`src/rtl/video_timing_prog.sv`:
```
// video_timing_prog
// Programmable raster timing generator. Each line runs FP, SYNC, BP, ACTIVE
// and each frame does the same in lines. New timing is written into shadow
// registers with cfg_wr and copied to the working set at the frame wrap, so a
// frame is never built from a mix of old and new timing.
//
// Ports
//   clk, rst            pixel clock, asynchronous active-high reset
//   en                  0 freezes the counters and all raster outputs
//   cfg_*               new timing fields and sync polarities, taken on cfg_wr
//   cfg_wr              one-cycle strobe that captures every cfg_* input
//   win_x0/y0/w/h       sub-window inside the active area, sampled live
//   hs, vs, de          syncs (polarity programmable) and data enable
//   win_de              de restricted to the sub-window
//   x, y                active-area coordinates, held while de=0
//   sof, eol            start of frame, last active pixel of a line
//   cfg_pending         a shadow write is waiting for the frame wrap
//   cfg_err             one-cycle flag for a rejected write
module video_timing_prog #(
    parameter int CW      = 12,
    parameter int XW      = 11,
    parameter int D_HFP   = 88,
    parameter int D_HSYNC = 44,
    parameter int D_HBP   = 148,
    parameter int D_HACT  = 1920,
    parameter int D_VFP   = 4,
    parameter int D_VSYNC = 5,
    parameter int D_VBP   = 36,
    parameter int D_VACT  = 1080
) (
    input  logic          clk,
    input  logic          rst,
    input  logic          en,
    input  logic [CW-1:0] cfg_h_fp,
    input  logic [CW-1:0] cfg_h_sync,
    input  logic [CW-1:0] cfg_h_bp,
    input  logic [CW-1:0] cfg_h_act,
    input  logic [CW-1:0] cfg_v_fp,
    input  logic [CW-1:0] cfg_v_sync,
    input  logic [CW-1:0] cfg_v_bp,
    input  logic [CW-1:0] cfg_v_act,
    input  logic          cfg_hs_pol,
    input  logic          cfg_vs_pol,
    input  logic          cfg_wr,
    input  logic [XW-1:0] win_x0,
    input  logic [XW-1:0] win_y0,
    input  logic [XW-1:0] win_w,
    input  logic [XW-1:0] win_h,
    output logic          hs,
    output logic          vs,
    output logic          de,
    output logic          win_de,
    output logic [XW-1:0] x,
    output logic [XW-1:0] y,
    output logic          sof,
    output logic          eol,
    output logic          cfg_pending,
    output logic          cfg_err
);

    localparam int TW = CW + 2;

    typedef struct packed {
        logic [CW-1:0] h_fp;
        logic [CW-1:0] h_sync;
        logic [CW-1:0] h_bp;
        logic [CW-1:0] h_act;
        logic [CW-1:0] v_fp;
        logic [CW-1:0] v_sync;
        logic [CW-1:0] v_bp;
        logic [CW-1:0] v_act;
        logic          hs_pol;
        logic          vs_pol;
    } timing_t;

    localparam timing_t DEF = {CW'(D_HFP), CW'(D_HSYNC), CW'(D_HBP), CW'(D_HACT),
                               CW'(D_VFP), CW'(D_VSYNC), CW'(D_VBP), CW'(D_VACT),
                               1'b1, 1'b1};

    timing_t       work;
    timing_t       shadow;
    timing_t       cfg_in;
    logic [CW-1:0] h_cnt;
    logic [CW-1:0] v_cnt;

    logic [TW-1:0] h_c, v_c;
    logic [TW-1:0] h_sync_end, h_blank, h_total;
    logic [TW-1:0] v_sync_end, v_blank, v_total;
    logic [TW-1:0] x_full, y_full;
    logic [XW-1:0] x_n, y_n;
    logic [XW:0]   x_ext, y_ext, x_hi, y_hi;
    logic          h_last, v_last, frame_wrap;
    logic          h_in_sync, v_in_sync, de_n, in_win, cfg_ok;

    assign cfg_in = {cfg_h_fp, cfg_h_sync, cfg_h_bp, cfg_h_act,
                     cfg_v_fp, cfg_v_sync, cfg_v_bp, cfg_v_act,
                     cfg_hs_pol, cfg_vs_pol};

    assign cfg_ok = (|cfg_h_sync) & (|cfg_h_act) & (|cfg_v_sync) & (|cfg_v_act);

    // All span boundaries are built two bits wider than the fields so that the
    // sum of four maximum-size fields cannot wrap.
    assign h_c        = TW'(h_cnt);
    assign v_c        = TW'(v_cnt);
    assign h_sync_end = TW'(work.h_fp) + TW'(work.h_sync);
    assign h_blank    = h_sync_end + TW'(work.h_bp);
    assign h_total    = h_blank + TW'(work.h_act);
    assign v_sync_end = TW'(work.v_fp) + TW'(work.v_sync);
    assign v_blank    = v_sync_end + TW'(work.v_bp);
    assign v_total    = v_blank + TW'(work.v_act);

    // >= rather than == keeps the counters bounded even if they were ever
    // beyond the end of the current totals.
    assign h_last     = h_c >= (h_total - TW'(1));
    assign v_last     = v_c >= (v_total - TW'(1));
    assign frame_wrap = en & h_last & v_last;

    assign h_in_sync  = (h_c >= TW'(work.h_fp)) && (h_c < h_sync_end);
    assign v_in_sync  = (v_c >= TW'(work.v_fp)) && (v_c < v_sync_end);
    assign de_n       = (h_c >= h_blank) && (v_c >= v_blank);

    assign x_full     = h_c - h_blank;
    assign y_full     = v_c - v_blank;
    assign x_n        = XW'(x_full);
    assign y_n        = XW'(y_full);

    assign x_ext      = {1'b0, x_n};
    assign y_ext      = {1'b0, y_n};
    assign x_hi       = {1'b0, win_x0} + {1'b0, win_w};
    assign y_hi       = {1'b0, win_y0} + {1'b0, win_h};
    assign in_win     = (win_w != '0) && (win_h != '0) &&
                        (x_ext >= {1'b0, win_x0}) && (x_ext < x_hi) &&
                        (y_ext >= {1'b0, win_y0}) && (y_ext < y_hi);

    // Configuration path runs regardless of en so writes are never lost. When a
    // write lands on the wrap edge the copy takes the old shadow and the later
    // assignment keeps the new write pending.
    always_ff @(posedge clk or posedge rst) begin
        if (rst) begin
            work        <= DEF;
            shadow      <= DEF;
            cfg_pending <= 1'b0;
            cfg_err     <= 1'b0;
        end else begin
            cfg_err <= cfg_wr & ~cfg_ok;
            if (frame_wrap) begin
                work        <= shadow;
                cfg_pending <= 1'b0;
            end
            if (cfg_wr && cfg_ok) begin
                shadow      <= cfg_in;
                cfg_pending <= 1'b1;
            end
        end
    end

    always_ff @(posedge clk or posedge rst) begin
        if (rst) begin
            h_cnt  <= '0;
            v_cnt  <= '0;
            hs     <= 1'b0;
            vs     <= 1'b0;
            de     <= 1'b0;
            win_de <= 1'b0;
            x      <= '0;
            y      <= '0;
            sof    <= 1'b0;
            eol    <= 1'b0;
        end else if (en) begin
            if (h_last) begin
                h_cnt <= '0;
                v_cnt <= v_last ? '0 : v_cnt + CW'(1);
            end else begin
                h_cnt <= h_cnt + CW'(1);
            end
            hs     <= h_in_sync ? work.hs_pol : ~work.hs_pol;
            vs     <= v_in_sync ? work.vs_pol : ~work.vs_pol;
            de     <= de_n;
            win_de <= de_n & in_win;
            if (de_n) begin
                x <= x_n;
                y <= y_n;
            end
            sof    <= (h_cnt == '0) && (v_cnt == '0);
            eol    <= de_n & h_last;
        end
    end

endmodule

```
`config.mk`:
```
export PLATFORM = sky130hd
export DESIGN_NAME = video_timing_prog
export DESIGN_NICKNAME = d
export VERILOG_FILES = /design/src/rtl/video_timing_prog.sv
export SDC_FILE = /design/constraint.sdc
export NUM_CORES = 1
export LEC_CHECK = 0
export CAP_MARGIN = 0
export CORE_MARGIN = 1
export CORE_UTILIZATION = 40
export DETAILED_ROUTE_END_ITERATION = 8
export PLACE_DENSITY = 0.56
export SETUP_SLACK_MARGIN = 0.1
export SLEW_MARGIN = 10
export SYNTH_ARGS = -nofsm -noshare
export SYNTH_HDL_FRONTEND = slang
export SYNTH_SLANG_ARGS = --single-unit
```
`constraint.sdc`:
```
create_clock -name clk -period 10.9 [get_ports clk]
set_input_delay 2.18 -clock clk [delete_from_list [all_inputs] [get_ports clk]]
set_output_delay 2.18 -clock clk [all_outputs]
set_load 0.01 [all_outputs]
```
==> results of run 1 <==
## routing by layer
metal / vias up / GRT usage, % / wire [µm]
li1: 6407 / - / -
met1: 6018 / 26.49 / 21020
met2: 217 / 30.62 / 18820
met3: 48 / 2.170 / 1578
met4: 0 / 3.929 / 680
met5: - / 0 / 0
## power by group through the flow
stage                     Clock, W  Sequential, W  Combinational, W
after CTS                  0.00107        0.00109          0.000671
after detailed placement         0        0.00111          0.000668
after global placement           0        0.00111          0.000651
after global routing       0.00111        0.00110          0.000746
after floorplan                  0        0.00108          0.000435
final                      0.00104        0.00109          0.000657
## path summary, 6_finish.rpt
path	startpoint	depth (start not counted)	slack, ns	end
max	work[26]	28	3.12	work[24]
min	win_de	2	0.50	win_de
max reg2reg	work[26]	28	3.12	work[24]
min reg2reg	win_de	2	0.50	win_de
max in group asynchronous	rst	3	7.25	x[3]
min in group asynchronous	rst	2	2.11	cfg_err
## cell type report
class | count | area (µm²)
clock buffers | 38 | 779.5
clock inverters | 15 | 239.0
fillers | 4050 | 22950
inverters | 189 | 716.9
multi-input cells | 1226 | 10850
flip-flops and latches | 250 | 6316
well taps | 592 | 740.7
repair buffers | 184 | 1819
## flip-flops by register name, indices dropped and copies added (netlist names)
register,cells
shadow,98
work,98
h_cnt,12
v_cnt,12
x,11
y,11
cfg_err,1
cfg_pending,1
de,1
eol,1
hs,1
sof,1
vs,1
win_de,1
## logic make-up after synthesis
kind of cell | Yosys count | share of synthesized area [%]
AO/OA/AOI/OAI | 332 | 11.79
XOR/XNOR | 109 | 5.357
adder cells (fa/ha/maj) | 265 | 18.71
buffers and inverters | 217 | 5.087
flip-flops | 250 | 34.94
multiplexers | 219 | 15.26
AND/OR/NAND/NOR | 301 | 8.859
## stage by stage
step	std cells	power, W	instance area [µm²]	hold slack (ns)
CTS	2494	0.002838	21460	0.5005
detailed placement	2441	0.001778	20450	0.4781
finish	2494	0.002792	21460	0.4989
global placement	2441	0.001760	20450	0.4764
floorplan	1693	0.001514	18080	0.4750
global route	2494	0.002960	21460	0.5199
## tightest hold or removal path, stage by stage, from the launching register on
cell and delay [ns]:
dfrtp_1 0.34, nand2b_1 0.07, o41ai_1 0.06
## placed cells by master, fill, tap and decap left out, types with 9 or more instances in the layout
cell type and count:
ha_1 250, nand4_1 9, clkdlybuf4s50_1 175, o21bai_1 9
fa_1 10, a21o_1 48, dfrtp_1 202, nand2b_1 35
mux2_2 137, o21ai_0 80, xor2_1 44, a21oi_1 96
mux2_4 79, buf_4 9, nor2_1 57, dfstp_2 48
xnor2_1 64, nor2b_1 22, o21a_1 19, nand3_1 31
clkbuf_16 29, inv_1 188, and3_1 9, nand2_1 57
nor3_1 15, nor4_1 23
==> impl_results.md, run 1 <==
- Outcome: complete, no violations
- Slowest Stage Delay on Critical Path: 0.95 ns
- Vias in the first global route: 13200
- Register area share after synthesis: 34.94%
- Most frequent cells after synthesis: ha_1 (250), dfrtp_1 (202), inv_1 (189)
- Hold Buf Count CTS: 0
- Largest cells by area after synthesis: dfrtp_1 (28%), ha_1 (17%), mux2_2 (8.5%), dfstp_2 (7.0%), mux2_4 (6.6%)
- Worst Setup Path Type: reg2reg
- Top-count cell post-synth: ha_1
- Synth Net Count: 2099
- Post-Synthesis Cells: 1693
- Peak Freq: 128.6 MHz
- DR vias: 12690
- Worst-skew pair later-pin latency: 0.56 ns
- Sw frac: 28.57%
- Leakage dissipation: 10.27 nW
- Setup crit end kind: register
- First-pass GRT wire length: 69.79 mm
- Number of vias per cell: 5.088
- Slowest CP cell: or2_4
- Total of max-cap violations: 0
- #FFs+latches synth: 250
- PD cells: 130.1 mW/mm²
- Post-layout net count: 2286
- DR iter-0 viols: 498
- DIE AREA: 0.04605 mm²
- Antenna-violating nets left: 0
- RSZ-0062 raised after global routing: no
- Clk root buf: clkbuf_16
- Endpoints failing setup: 0
- Async set-reset flop share out of synthesis: 100.0%
- Most common flop cell mapped by yosys: dfrtp_1
- CP delay by family, top: compound AO/OA/AOI/OAI gates
- Max clock buf depth: 3
- Setup bufs post-CTS: 0
- Total detailed-routing wirelength: 42.10 mm
- Syn avg cell area: 10.68 µm²
- # resized after CTS: 0
- Syn. warnings: 0
- Largest fanout on the critical path: 51
- Tmin final: 7.776 ns
- Post-synth EDFFs: 0
- Flop pwr share: 39.2%
- Area leader, netlist: dfrtp_1
- Final Max Slew Viols: 0
- Worst slew margin: 25.96%
- Largest net degree at the start of global routing: 93
- Final hold vios: 0
- Die Wd: 214.6 µm
- WP data arrival: 8.21 ns
- Clock network power share: 37.3%
- Reg clk slew, reported paths: 0.06 ns
- GR Util All Layers: 18.70%
- Setup WS post-layout: 3.124 ns
- # H-tree levels: 1
- DRC Markers: 0
- Fin util: 48.33%
- Placer Congestion: 0.8611
- Req. time, crit path: 11.34 ns
- Worst-margin pin slew: 1.111 ns
- VDD IR max: 0.1004 mV
- Wire per inst: 16.88 µm
- Site Rows: 77
- Combinational group share of total power: 23.5%
- Period utilisation layout: 71.34%
- Critical path startpoint category: register
- Share of layout cells above drive strength 1: 18.30%
- Die Ht: 214.6 µm
- Count of cell types in the netlist: 82
- Initial antenna violation count: 0
- Setup WS pre-CTS: 3.117 ns
- Cell Area, Synth: 0.01808 mm²
- Sw Pwr: 0.0007978 W
- CP most frequent cell: ha_1
- Synthesis-to-finish area growth: 18.73%
- Core area: 0.04441 mm²
- IO Port Bufs: 175
- CTS tree: yes
- Setup TNS: 0 ns
- ANT cells: 0
- Clock buffer count from CTS: 29
- Initial Util: 40.70%
- I/O pin cnt: 176
- GR Overflow Total: 0
- Post-DP HPWL: 32.74 mm
- Cell Int Power: 0.001994 W
- Share of the synthesized area in the top cell type: 27.96%
- Clk_skew: 0.01641 ns
- Drt pass-1 iters: 5
- Hold Crit Class: reg2reg
- Buf/Inv on CP: 4
- Clk sinks: 250
Note: power is estimated with default switching activity, not from simulation.
==> run 2, diff against run 1 <==
==> constraint.sdc (replaced) <==
create_clock -name clk -period 7.4 [get_ports clk]
set_input_delay 1.48 -clock clk [delete_from_list [all_inputs] [get_ports clk]]
set_output_delay 1.48 -clock clk [all_outputs]
set_load 0.01 [all_outputs]
==> run 2 against run 1 <==
Clock-buffer cell count rose by 5. Highest routed layer is now met5. Global-route usage decreased by 0.27 points. Clock skew is 0.0072 ns lower. First-iteration DRC count is 28% higher.
==> impl_results.md, run 2 (synthesized netlist as in run 1, its figures left out) <==
- Worst hold path startpoint: cfg_pending
- Endpoints failing setup: 0
- Post-DP HPWL: 32.45 mm
- Antenna-violating nets left: 0
- Wire per inst: 16.98 µm
- Period utilisation layout: 92.34%
- Worst Setup Path Type: reg2reg
- Worst slew margin: 36.50%
- Peak Freq: 146.3 MHz
- Total detailed-routing wirelength: 42.37 mm
- RSZ-0062 raised after global routing: no
- DR vias: 12740
- DR iter-0 viols: 635
- Worst-skew pair later-pin latency: 0.55 ns
- Flop pwr share: 40.8%
- Worst-margin pin slew: 0.9525 ns
- Req. time, crit path: 7.83 ns
- # H-tree levels: 1
- Clock network power share: 35.0%
- Setup WS pre-CTS: 0.4345 ns
- # fillers: 4088
- Die Wd: 214.6 µm
- Setup WS post-layout: 0.5665 ns
- Drt pass-1 iters: 5
- I/O pin cnt: 176
- Leakage dissipation: 10.25 nW
- Placer Congestion: 0.8660
- Largest fanout on the critical path: 40
- GR Util All Layers: 18.43%
- Sw frac: 29.16%
- Initial Util: 40.70%
- Multi-input gate area: 0.01085 mm²
- Core area: 0.04441 mm²
- CP most frequent cell: ha_1
- Die Ht: 214.6 µm
- Max clock buf depth: 3
- Slowest Stage Delay on Critical Path: 0.59 ns
- Number of vias per cell: 5.106
- Commonest cells after routing, fill and taps aside: ha_1 (250), dfrtp_1 (202), inv_1 (188), clkdlybuf4s50_1 (175), mux2_2 (137)
- Reg clk slew, reported paths: 0.06 ns
- ANT cells: 0
- Sw Pwr: 0.001154 W
- Tmin final: 6.833 ns
- VDD IR max: 0.1486 mV
- Share of layout cells above drive strength 1: 18.13%
- Post-layout net count: 2287
- Final hold vios: 0
- GR Overflow Total: 0
- Outcome: complete, no violations
- Final instance count without filler cells: 2495
- Fin util: 48.22%
- Worst r2r dst: work[72]
- Combinational group share of total power: 24.3%
- Slowest CP cell: fa_1
- Hold path cells: 1
- Busiest grt layer: met2
- Most common cell after layout, fill and taps aside: ha_1
- Critical path startpoint category: register
- CTS tree: yes
- PD cells: 184.8 mW/mm²
- Cell Int Power: 0.002804 W
- Setup TNS: 0 ns
- IO Port Bufs: 175
- Hold Crit Class: reg2reg
- FF+latch area: 0.006316 mm²
- Vias in the first global route: 12950
- Clk_skew: 0.009171 ns
- Reg2reg start: work[26]
- R2R cell count: 28
- DIE AREA: 0.04605 mm²
- Initial antenna violation count: 1
- DRC Markers: 0
- M1 GR Usage: 26.14%
- Largest net degree at the start of global routing: 164
- Clk root buf: clkbuf_16
- Placed insts: 2440
- WP data arrival: 7.27 ns
- GR Util met2: 29.63%
- Final Max Slew Viols: 0
- Synthesis-to-finish area growth: 18.46%
- Clock buffer count from CTS: 28
- Setup crit end kind: register
- Clk sinks: 250
- First-pass GRT wire length: 68.59 mm
- Total of max-cap violations: 0
- Site Rows: 77
- Flop2flop setup slack: 0.57 ns
- GRT met3 Usage: 2.667%
- Hold Path End: cfg_pending
- Largest registers: shadow x98, work x98
## run 2: critical path: cells and delay by family, from the launching register on
family	cells	cell delay [ns]
xor+xnor	2	0.39
mux	1	0.34
compound gates	14	2.78
flops	1	0.53
fa+ha+maj	6	1.85
buf+inv	4	0.46
simple gates	1	0.28
## run 2: power groups by stage
stage / Clock, W / Sequential (W) / Combinational [W]
floorplan: 0 / 0.00159 / 0.000640
global placement: 0 / 0.00164 / 0.000945
detailed placement: 0 / 0.00164 / 0.000970
CTS: 0.00143 / 0.00162 / 0.000976
global route: 0.00149 / 0.00163 / 0.00108
finish: 0.00138 / 0.00161 / 0.000961
## run 2: layout make-up
type	count	share of cell area [%]
multi-input cells	1226	50.67
flip-flops and latches	250	29.49
repair buffers	186	8.798
clock buffers	43	3.774
well taps	592	3.459
inverters	189	3.330
clock inverters	9	0.4732
## run 2: how the worst max path moves through the flow
| stage | start | to | cells after the start |
|---|---|---|---|
| after floorplan | work[86] | work[83] | 33 |
| after global placement | work[86] | work[80] | 31 |
| after detailed placement | work[26] | work[72] | 28 |
| after CTS | work[26] | work[72] | 28 |
| after global routing | work[86] | work[81] | 31 |
| final | work[26] | work[72] | 28 |
## run 2: metrics by stage
step | total power [W] | area, µm² | hold WS, ns
2_1_floorplan | 0.002230 | 18080 | 0.4750
3_3_place_gp | 0.002585 | 20460 | 0.4760
3_5_place_dp | 0.002612 | 20460 | 0.4832
4_1_cts | 0.004024 | 21370 | 0.4961
5_1_grt | 0.004202 | 21420 | 0.5233
6_report | 0.003959 | 21420 | 0.4874
## run 2: layer usage
layer | routed length, µm | vias to the layer above
met4 | 748 | 2
met1 | 20990 | 6059
met2 | 18780 | 230
met5 | 13 | -
met3 | 1844 | 49
li1 | - | 6400
## run 2: timing repair
action / in CTS / in global routing
gates resized for setup: 0 / 1
buffers inserted: 0 / 2
endpoints found under the setup margin: 0 / 83
hold buffers: 0 / 0
==> run 3, diff against run 2 <==
--- a/config.mk
+++ b/config.mk
@@ -8,6 +8,7 @@
 export CAP_MARGIN = 0
 export CORE_MARGIN = 1
 export CORE_UTILIZATION = 40
+export CTS_CLUSTER_SIZE = 24
 export DETAILED_ROUTE_END_ITERATION = 8
 export PLACE_DENSITY = 0.56
 export SETUP_SLACK_MARGIN = 0.1
==> results of run 3 <==
The final DEF is identical to that of run 2; final timing and power are the same.
